--- config.mk ---
export PLATFORM = sky130hd
export DESIGN_NAME = rgb_pack
export DESIGN_NICKNAME = d
export VERILOG_FILES = /design/src/rtl/rgb_pack_pkg.sv /design/src/rtl/rgb_pack_fifo.sv /design/src/rtl/rgb_pack.sv
export SDC_FILE = /design/constraint.sdc
export NUM_CORES = 1
export LEC_CHECK = 0
export BUFFER_PORTS_ARGS = -buffer_cell sky130_fd_sc_hd__buf_2
export CAP_MARGIN = 20
export CORE_UTILIZATION = 25
export DETAILED_ROUTE_END_ITERATION = 16
export PLACE_DENSITY = 0.53
export SYNTH_ARGS = -nofsm -noshare
export SYNTH_HDL_FRONTEND = slang
export SYNTH_SLANG_ARGS = --single-unit
--- constraint.sdc ---
create_clock -name clk -period 2 [get_ports clk]
set_input_delay 0.5 -clock clk [delete_from_list [all_inputs] [get_ports clk]]
set_output_delay 0.5 -clock clk [all_outputs]
set_load 0.1 [all_outputs]
--- src/rtl/rgb_pack_pkg.sv ---
// rgb_pack_pkg: shared RGB565 field widths, rounding constants, pixel type
// and the conversion helper used by rgb_pack.
package rgb_pack_pkg;

  localparam int unsigned R_W = 5;
  localparam int unsigned G_W = 6;
  localparam int unsigned B_W = 5;

  // Half an LSB of each truncated field, added before the shift.
  localparam logic [7:0] RND_R = 8'd4;
  localparam logic [7:0] RND_G = 8'd2;
  localparam logic [7:0] RND_B = 8'd4;

  typedef struct packed {
    logic [R_W-1:0] r;
    logic [G_W-1:0] g;
    logic [B_W-1:0] b;
  } pixel_t;

  // What the staged pixel does on the coming edge.
  typedef enum logic [1:0] {
    WR_IDLE = 2'd0,
    WR_PUSH = 2'd1,
    WR_DROP = 2'd2
  } wr_act_e;

  function automatic logic [7:0] sat8_add(input logic [7:0] v, input logic [7:0] k);
    logic [8:0] s;
    s = {1'b0, v} + {1'b0, k};
    return s[8] ? 8'hFF : s[7:0];
  endfunction

  function automatic pixel_t pack565(input logic [7:0] r, input logic [7:0] g,
                                     input logic [7:0] b, input bit rnd);
    pixel_t     p;
    logic [7:0] rr;
    logic [7:0] gg;
    logic [7:0] bb;
    if (rnd) begin
      rr = sat8_add(r, RND_R);
      gg = sat8_add(g, RND_G);
      bb = sat8_add(b, RND_B);
    end else begin
      rr = r;
      gg = g;
      bb = b;
    end
    p.r = rr[7 -: R_W];
    p.g = gg[7 -: G_W];
    p.b = bb[7 -: B_W];
    return p;
  endfunction

endpackage

--- src/rtl/rgb_pack_fifo.sv ---
// rgb_pack_fifo: pixel FIFO with wrapping pointers and an occupancy counter.
// The head is forced to zero while empty so the output never shows stale data.
module rgb_pack_fifo
  import rgb_pack_pkg::*;
#(
  parameter int unsigned DEPTH = 4
) (
  input  logic   clk,
  input  logic   reset_n,
  input  logic   i_wr_en,
  input  pixel_t i_wr_data,
  input  logic   i_rd_en,
  output logic   o_empty,
  output logic   o_full,
  output pixel_t o_head
);

  localparam int unsigned AW = $clog2(DEPTH);
  localparam int unsigned CW = AW + 1;

  pixel_t          r_mem [DEPTH];
  logic [AW-1:0]   r_wptr;
  logic [AW-1:0]   r_rptr;
  logic [CW-1:0]   r_count;
  logic            w_rd;

  assign o_empty = (r_count == '0);
  assign o_full  = (r_count == CW'(DEPTH));
  assign w_rd    = i_rd_en & ~o_empty;
  assign o_head  = o_empty ? '0 : r_mem[r_rptr];

  // Storage write; contents need no reset because the head is masked while empty.
  always_ff @(posedge clk) begin
    if (i_wr_en) r_mem[r_wptr] <= i_wr_data;
  end

  // Pointer and occupancy bookkeeping; pointers wrap modulo DEPTH.
  always_ff @(posedge clk or negedge reset_n) begin
    if (!reset_n) begin
      r_wptr  <= '0;
      r_rptr  <= '0;
      r_count <= '0;
    end else begin
      if (i_wr_en) r_wptr <= r_wptr + AW'(1);
      if (w_rd)    r_rptr <= r_rptr + AW'(1);
      case ({i_wr_en, w_rd})
        2'b10:   r_count <= r_count + CW'(1);
        2'b01:   r_count <= r_count - CW'(1);
        default: r_count <= r_count;
      endcase
    end
  end

endmodule

--- src/rtl/rgb_pack.sv ---
// rgb_pack: packs aligned 8-bit R/G/B triples into RGB565 pixels through a
// one-stage conversion register and an output FIFO, with sticky overflow and
// alignment-error flags. Define RGB_PACK_DROP_CNT_EN to add the drop_cnt port.
module rgb_pack
  import rgb_pack_pkg::*;
#(
  parameter int unsigned FIFO_DEPTH = 4,
  parameter int unsigned ROUND      = 1
) (
  input  logic        clk,
  input  logic        reset_n,
  input  logic        r_val,
  input  logic [7:0]  r_data,
  input  logic        g_val,
  input  logic [7:0]  g_data,
  input  logic        b_val,
  input  logic [7:0]  b_data,
  output logic        px_val,
  output logic [15:0] px_data,
  input  logic        px_rdy,
  output logic        ovf,
  output logic        align_err,
  input  logic        clr_err
`ifdef RGB_PACK_DROP_CNT_EN
  ,
  output logic [15:0] drop_cnt
`endif
);

  logic    w_all_val;
  logic    w_any_val;
  logic    w_misalign;
  logic    r_stage_v;
  pixel_t  r_stage_px;
  logic    w_empty;
  logic    w_full;
  logic    w_pop;
  logic    w_push;
  logic    w_drop;
  wr_act_e w_wr_act;
  pixel_t  w_head;
  logic    r_ovf;
  logic    r_align_err;

  assign w_all_val  = r_val & g_val & b_val;
  assign w_any_val  = r_val | g_val | b_val;
  assign w_misalign = w_any_val & ~w_all_val;

  assign px_val    = ~w_empty;
  assign px_data   = w_head;
  assign w_pop     = px_val & px_rdy;
  assign ovf       = r_ovf;
  assign align_err = r_align_err;

  // Capture and convert an aligned triple; the stage is consumed every edge.
  always_ff @(posedge clk or negedge reset_n) begin
    if (!reset_n) begin
      r_stage_v  <= 1'b0;
      r_stage_px <= '0;
    end else begin
      r_stage_v <= w_all_val;
      if (w_all_val) r_stage_px <= pack565(r_data, g_data, b_data, ROUND != 0);
    end
  end

  // A full FIFO still accepts the staged pixel when a pop frees a slot this edge.
  always_comb begin
    w_wr_act = WR_IDLE;
    if (r_stage_v) w_wr_act = (!w_full || w_pop) ? WR_PUSH : WR_DROP;
  end

  assign w_push = (w_wr_act == WR_PUSH);
  assign w_drop = (w_wr_act == WR_DROP);

  // Sticky error flags; a new error in the same cycle overrides clr_err.
  always_ff @(posedge clk or negedge reset_n) begin
    if (!reset_n) begin
      r_ovf       <= 1'b0;
      r_align_err <= 1'b0;
    end else begin
      if (w_drop)       r_ovf <= 1'b1;
      else if (clr_err) r_ovf <= 1'b0;
      if (w_misalign)   r_align_err <= 1'b1;
      else if (clr_err) r_align_err <= 1'b0;
    end
  end

`ifdef RGB_PACK_DROP_CNT_EN
  logic [15:0] r_drop_cnt;

  assign drop_cnt = r_drop_cnt;

  // Saturating drop counter; a drop coinciding with clr_err counts as the first.
  always_ff @(posedge clk or negedge reset_n) begin
    if (!reset_n) begin
      r_drop_cnt <= '0;
    end else if (clr_err) begin
      r_drop_cnt <= w_drop ? 16'd1 : '0;
    end else if (w_drop && (r_drop_cnt != '1)) begin
      r_drop_cnt <= r_drop_cnt + 16'd1;
    end
  end
`endif

  rgb_pack_fifo #(
    .DEPTH(FIFO_DEPTH)
  ) u_fifo (
    .clk      (clk),
    .reset_n  (reset_n),
    .i_wr_en  (w_push),
    .i_wr_data(r_stage_px),
    .i_rd_en  (w_pop),
    .o_empty  (w_empty),
    .o_full   (w_full),
    .o_head   (w_head)
  );

endmodule

# [Word-level counts from Yosys, hierarchy flattened]
# Memories as Yosys holds them, arrays and structs flattened.
# Index checks and enable logic that the tools add are counted.
[classes] n_reduce_logical=6 mux=12 bitwise_logic=9 n_addsub=7 n_eq_ne=5
[ops] operator="8-bit two-way mux" count=3
[ops] operator="8-bit by 3-bit adder with 9-bit output, second input constant" count=2
[ops] operator="16-bit two-way mux" count=1
[ops] operator="8-bit by 2-bit adder with 9-bit output, second input constant" count=1
[ops] operator="3-bit case mux with 2 select lines" count=1
[ops] operator="2-bit nonzero test" count=3
[ops] operator="1-bit AND" count=5
[ops] operator="1-bit two-way mux" count=5
[ops] operator="2-bit by 1-bit adder with 2-bit output, second input constant" count=2
[ops] operator="2-bit by 1-bit == test with 1-bit output, second input constant" count=2
[ops] operator="2-bit == test, second input constant" count=2
[ops] operator="2-bit two-way mux" count=2
[ops] operator="3-bit by 1-bit adder with 3-bit output, second input constant" count=1
[ops] operator="3-bit == test, second input constant" count=1
[ops] operator="3-bit zero test" count=1
[ops] operator="3-bit by 1-bit subtractor with 3-bit output, second input constant" count=1
[ops] operator="1-bit inverter" count=2
[ops] operator="1-bit bitwise OR" count=2
[ops] operator="1-bit zero test" count=1
[ops] operator="1-bit logical OR" count=1
[word_totals] mem_count=1 wordCells=49 regBits=26 ramBits=64 in_bits=31
[mem_list] memory="u_fifo.r_mem" depth=4 width=16 read_ports=1 rd_clocked_by_memory_dff=0 wr=1 line_no="rgb_pack_fifo.sv:21" text="pixel_t r_mem [DEPTH];"

# [Longest topological paths before layout]
[logic_depth] ltp_word=9 mapped_depth=9

# [By module]
# Synthesis repeated with hierarchy kept, for this count alone.
[hier_totals] cells_unflattened=253 hier_area_um2=3968.8
[modules_own_cells] mod="rgb_pack_fifo" n_inst=1 seq_area_each_um2=2097.0 cells_each=139 area_each_um2=2937.8
[modules_own_cells] mod="rgb_pack" n_inst=1 seq_area_each_um2=475.5 cells_each=114 area_each_um2=1031.0

# [Least setup slack after synthesis]
# Ideal clock, no wire load.
[synth_path] kind="register to output" start="reg u_fifo.r_count[0]" end="out px_data[10]" path_stages_with_launch=5 path_slack_ps=-509 n_path_buf=2 arrival_time_ps=2009 path_cell_list="dfrtp_1 -> or3_1 -> clkbuf_1 -> buf_2 -> and2_1"
[synth_via] elab_chain_len=2
[synth_lines] item="start, declared" line_no="rgb_pack_fifo.sv:24" text="logic [CW-1:0] r_count;"
[synth_lines] item="start signal, assigned" line_no="rgb_pack_fifo.sv:47" text="2'b10: r_count <= r_count + CW'(1);"
[synth_lines] item="start signal, assigned" line_no="rgb_pack_fifo.sv:48" text="2'b01: r_count <= r_count - CW'(1);"
[synth_lines] item="start signal, assigned" line_no="rgb_pack_fifo.sv:49" text="default: r_count <= r_count;"
[synth_lines] item="3-bit zero test" line_no="rgb_pack_fifo.sv:27" text="assign o_empty = (r_count == '0);"
[synth_lines] item="16-bit two-way mux" line_no="rgb_pack_fifo.sv:30" text="assign o_head = o_empty ? '0 : r_mem[r_rptr];"
[synth_lines] item="end, declared" line_no="rgb_pack.sv:19" text="output logic [15:0] px_data,"
# No other way between the ends.

# [Worst setup path after layout]
[layout_path] start="reg u_fifo.r_rptr[0]" end="out px_data[8]"
[layout_via] elab_chain_len=2
[layout_lines] item="start, declared" line_no="rgb_pack_fifo.sv:23" text="logic [AW-1:0] r_rptr;"
[layout_lines] item="start signal, assigned" line_no="rgb_pack_fifo.sv:45" text="if (w_rd) r_rptr <= r_rptr + AW'(1);"
[layout_lines] item="memory read 4 x 16 bit"
[layout_lines] item="16-bit two-way mux" line_no="rgb_pack_fifo.sv:30"
# No other way between the ends.

==> metrics list <==
* Seq pwr share: between 20 and 30%
- For this run, the top clock speed supported by timing is between 400 and 500 MHz.
* Die area: between 0.015 and 0.02 mm²
* Number of remaining DRC errors: 0
- Clk_lat worst skew: approximately 0.34 ns
- Final Hold Violating Endpoints: 0
* Async SR Flop Fraction: between 20% and 30%
- During placement, the flow inserted port buffers numbering 44.
- Summing every instance area after synthesis gives approximately 0.0039 mm².
- Across the routed clock network, the largest skew measured is approximately 0.0057 ns.
- Summing over every cut layer, the via total after detailed routing is roughly 2200.
- Comb pwr share: between 50 and 60%
- The critical path is of the reg2out type.
- Depth of the worst register-to-register path: 10
- Cells with a size suffix above 1 make up 38.1% of the layout.
- Initial detailed-routing violation count: 50
- TritonCTS built the clock tree.
- HPWL after detailed placement: 5.00 mm
- Arrival time of the worst setup path: 1.83 ns
- Number of instances in the synthesized netlist: roughly 250
- In this run the worst path has a maximum fanout of 5.
- Across the run, the number of max-cap violations was 0.
* Floorplan row count: 45
- Fill count: ~1500
- Entering global routing, the biggest net connects 27 pins.
- In this run, synthesis produced a sequential element count of 90.
- Chip Width: 126 µm
* Count of boundary I/O pins: 50
- The share of total power dissipated in the clock network is a little under a fifth.
- The internal portion of the total power is ~5.1 mW.
- Leftover overflow at the end of global routing: 0
- Switching power total: 3.46 mW
* Syn Nets: ~290
- The area growth from synthesis to layout is 33.2%.
- Number of sinks on the clock net: 90
- The first global-routing pass estimated 11.3 mm of wire.
- Top cell by count, worst path: buf_12
* Final period demand of the worst path: between 2 and 2.5 ns
- Net switching is roughly two fifths of the power.
* Reg-to-reg critical path endpoint: u_fifo.r_count[2]$_DFFE_PN0P_
* Via count of the first global-routing pass: ~2200
* Core Area: approximately 0.015 mm²
- For the worst setup path, the data required time is 1.50 ns.
* Total routing usage reported by global routing: a little under a tenth
- EDFF count, synth: 64
* Effective utilization at floorplan: 25.5%
- Walking the worst path, the cells encountered are buf_12 > buf_6 > mux4_2 > and2_4 > buf_12.
- For the pin with the worst max-slew slack, the measured transition is around 0.57 ns.
* Violations in the final reports: negative setup slack
* CTS clock-pin slew for the worst setup and hold paths: approximately 0.06 ns
- Antenna fix cells: 0
- Dividing the synthesized area by the synthesized cell count gives 15.7 µm².
* Worst rel slew slack: between 60% and 70%
- Worst path slowest cell: mux4_2
- Die H: around 130 µm
- Of the post-synthesis cell area, the dominant cell type holds roughly half.
- Run status: finished with violations
* Crit path capture type: primary output
- For this design the static power due to leakage is 1.94 nW.
- RR Startpoint: u_fifo.r_count[1]$_DFFE_PN0P_
- Endpoints failing setup: 16
* Number of antenna violations at the first check in global routing: 0
- In this run the register-to-register setup slack is 0.02 ns.
- The congestion estimate from routability-driven global placement came to between 0.7 and 0.8.
- Routed wire length per instance: 13.9 µm
- Net total in the final layout: between 300 and 400
* Max H-tree Level: 3
- Setup repair after global routing could not meet its margin everywhere.
- Dividing total power by cell area gives a power density of between 1500 and 2000 mW/mm².
- Largest buffer count on any clock path: 2
- The biggest area contributor in the post-synthesis netlist is edfxtp_1.
- Clock tree synthesis inserted a total of 9 buffers.
* Synth unique cells: 34
- Smallest setup slack after layout: -0.334 ns
- Instance area at placement: approximately 0.0045 mm²
* Period Utilization, post-route: 117%
- Yosys attributes the largest share of cell area to edfxtp_1, dfrtp_1, mux4_1.
- edfxtp_1 is the most common cell in the netlist.
- The worst hold path belongs to the class in2async.
* Via count normalized by instance count: roughly 4.3
- Post-synth top cells: edfxtp_1, dfrtp_1, and2_1
* Area of all placed cells without fillers: 0.00513 mm²
- Root buffer cell: clkbuf_16
- Delay of the slowest critical-path stage: approximately 0.48 ns
- The max-slew violation count is 0.
- The worst setup path is launched from a flop.
- Synthesis warning total: 0
- Top flip-flop cell by instance count after synthesis: edfxtp_1
- The pre-antenna-repair detailed-routing pass consisted of 4 iterations.
- Post-route ant nets: 0
* Sequential fraction of the synthesis area: between 60% and 70%
- Peak supply drop: between 0.8 and 0.9 mV
- After detailed routing, the total wire length is slightly above 7 mm.
- Prior to clock tree synthesis, the placed netlist has a worst setup slack of -0.197 ns.
==> repair_timing <==
| item | 4_1_cts | 5_1_grt |
|---|---|---|
| gates cloned | 1 | 0 |
| endpoints found under the setup margin | 17 | 17 |
| endpoints found under the hold margin | 0 | 0 |
| gates resized for setup | 79 | 12 |
| buffers inserted | 3 | 0 |
| pin swaps | 11 | 9 |
| hold buffers | 0 | 0 |
==> metrics by stage <==
step | power, mW | util, % | setup TNS [ns] | hold slack [ns] | instances
finish | 8.56 | 33.9 | -4.53 | 0.155 | 506
global route | 8.92 | 33.9 | -5.71 | 0.203 | 506
CTS | 8.64 | 33.8 | -5.66 | 0.166 | 506
detailed placement | 6.00 | 29.9 | -1.82 | 0.473 | 486
global placement | 5.96 | 29.9 | -1.65 | 0.474 | 486
floorplan | 5.27 | - | 0 | 0.204 | 246
==> layout by cell type, fill, tap and decap left out, drive strengths merged, types with 2 or more instances in the layout <==
cell,netlist,layout
clkbuf,3,10
mux4,16,16
nor2,16,16
a21oi,6,6
a31oi,9,9
nand3,9,9
and2,21,21
inv,8,10
nand2,9,9
a41o,2,2
or3,3,3
ha,8,8
and3,4,4
o21ai,8,8
nor2b,3,3
xor2,5,5
buf,6,64
edfxtp,64,64
mux2i,2,2
and3b,2,2
dfrtp,26,26
xnor2,7,7
clkinv,1,5
==> power groups by stage <==
| stage | clock [mW] | combinational, mW | sequential, mW |
|---|---|---|---|
| 2_1_floorplan | 0 | 2.83 | 2.44 |
| 3_3_place_gp | 0 | 3.48 | 2.47 |
| 3_5_place_dp | 0 | 3.50 | 2.49 |
| 4_1_cts | 1.65 | 4.52 | 2.46 |
| 5_1_grt | 1.72 | 4.71 | 2.49 |
| 6_report | 1.61 | 4.49 | 2.46 |
==> logic make-up after synthesis <==
| group | after synthesis | synth area share (%) |
|---|---|---|
| AOI/OAI and AO/OA | 27 | 4.15 |
| buffers and inverters | 18 | 2.50 |
| muxes | 19 | 10.9 |
| DFF | 90 | 66.7 |
| adders and majority gates | 9 | 3.12 |
| and+or+nand+nor | 71 | 9.83 |
| xor gates and xnor gates | 12 | 2.73 |
==> worst max path at each step <==
stage | startpoint | end | slack, ns | depth (start not counted)
after floorplan | u_fifo.r_count[0]$_DFFE_PN0P_ | u_fifo.r_count[2]$_DFFE_PN0P_ | 0.01 | 9
after global placement | u_fifo.r_rptr[0]$_DFFE_PN0P_ | px_data[1] | -0.18 | 4
after detailed placement | u_fifo.r_rptr[0]$_DFFE_PN0P_ | px_data[1] | -0.20 | 4
after CTS | u_fifo.r_rptr[0]$_DFFE_PN0P_ | px_data[8] | -0.39 | 5
after global routing | u_fifo.r_rptr[0]$_DFFE_PN0P_ | px_data[0] | -0.40 | 4
final | u_fifo.r_rptr[0]$_DFFE_PN0P_ | px_data[8] | -0.33 | 5
==> flip-flops by register name (all words and copies together) (netlist names) <==
register and cells:
r_stage_px 16, u_fifo.r_mem 64, align_err 1, u_fifo.r_count 3, u_fifo.r_wptr 2, ovf 1
r_stage_v 1, u_fifo.r_rptr 2
==> metal layers <==
metal  global-route usage [%]  share of wire (%)  vias to the layer above
met4                     3.61                1.5                        0
met3                     2.76                4.6                        8
met1                     12.4                 47                     1044
li1                         -                  -                     1065
met2                     14.9                 47                       51
met5                        0                  0                        -
==> critical path, delay by kind of cell (launching register included) <==
family,cells,cell delay (ns)
buffers and inverters,3,0.40
flip-flops,1,0.45
AND/OR/NAND/NOR,1,0.16
multiplexers,1,0.48
==> cell type report <==
cell class	instances	area (µm²)	share of cell area [%]
flip-flops and latches	90	2570	50.1
inverters	9	33.8	0.658
multi-input cells	138	1240	24.1
well taps	188	235	4.58
clock buffers	9	225	4.39
repair buffers	65	753	14.7
clock inverters	7	75.1	1.46
Power figures use the tool's default switching activity.
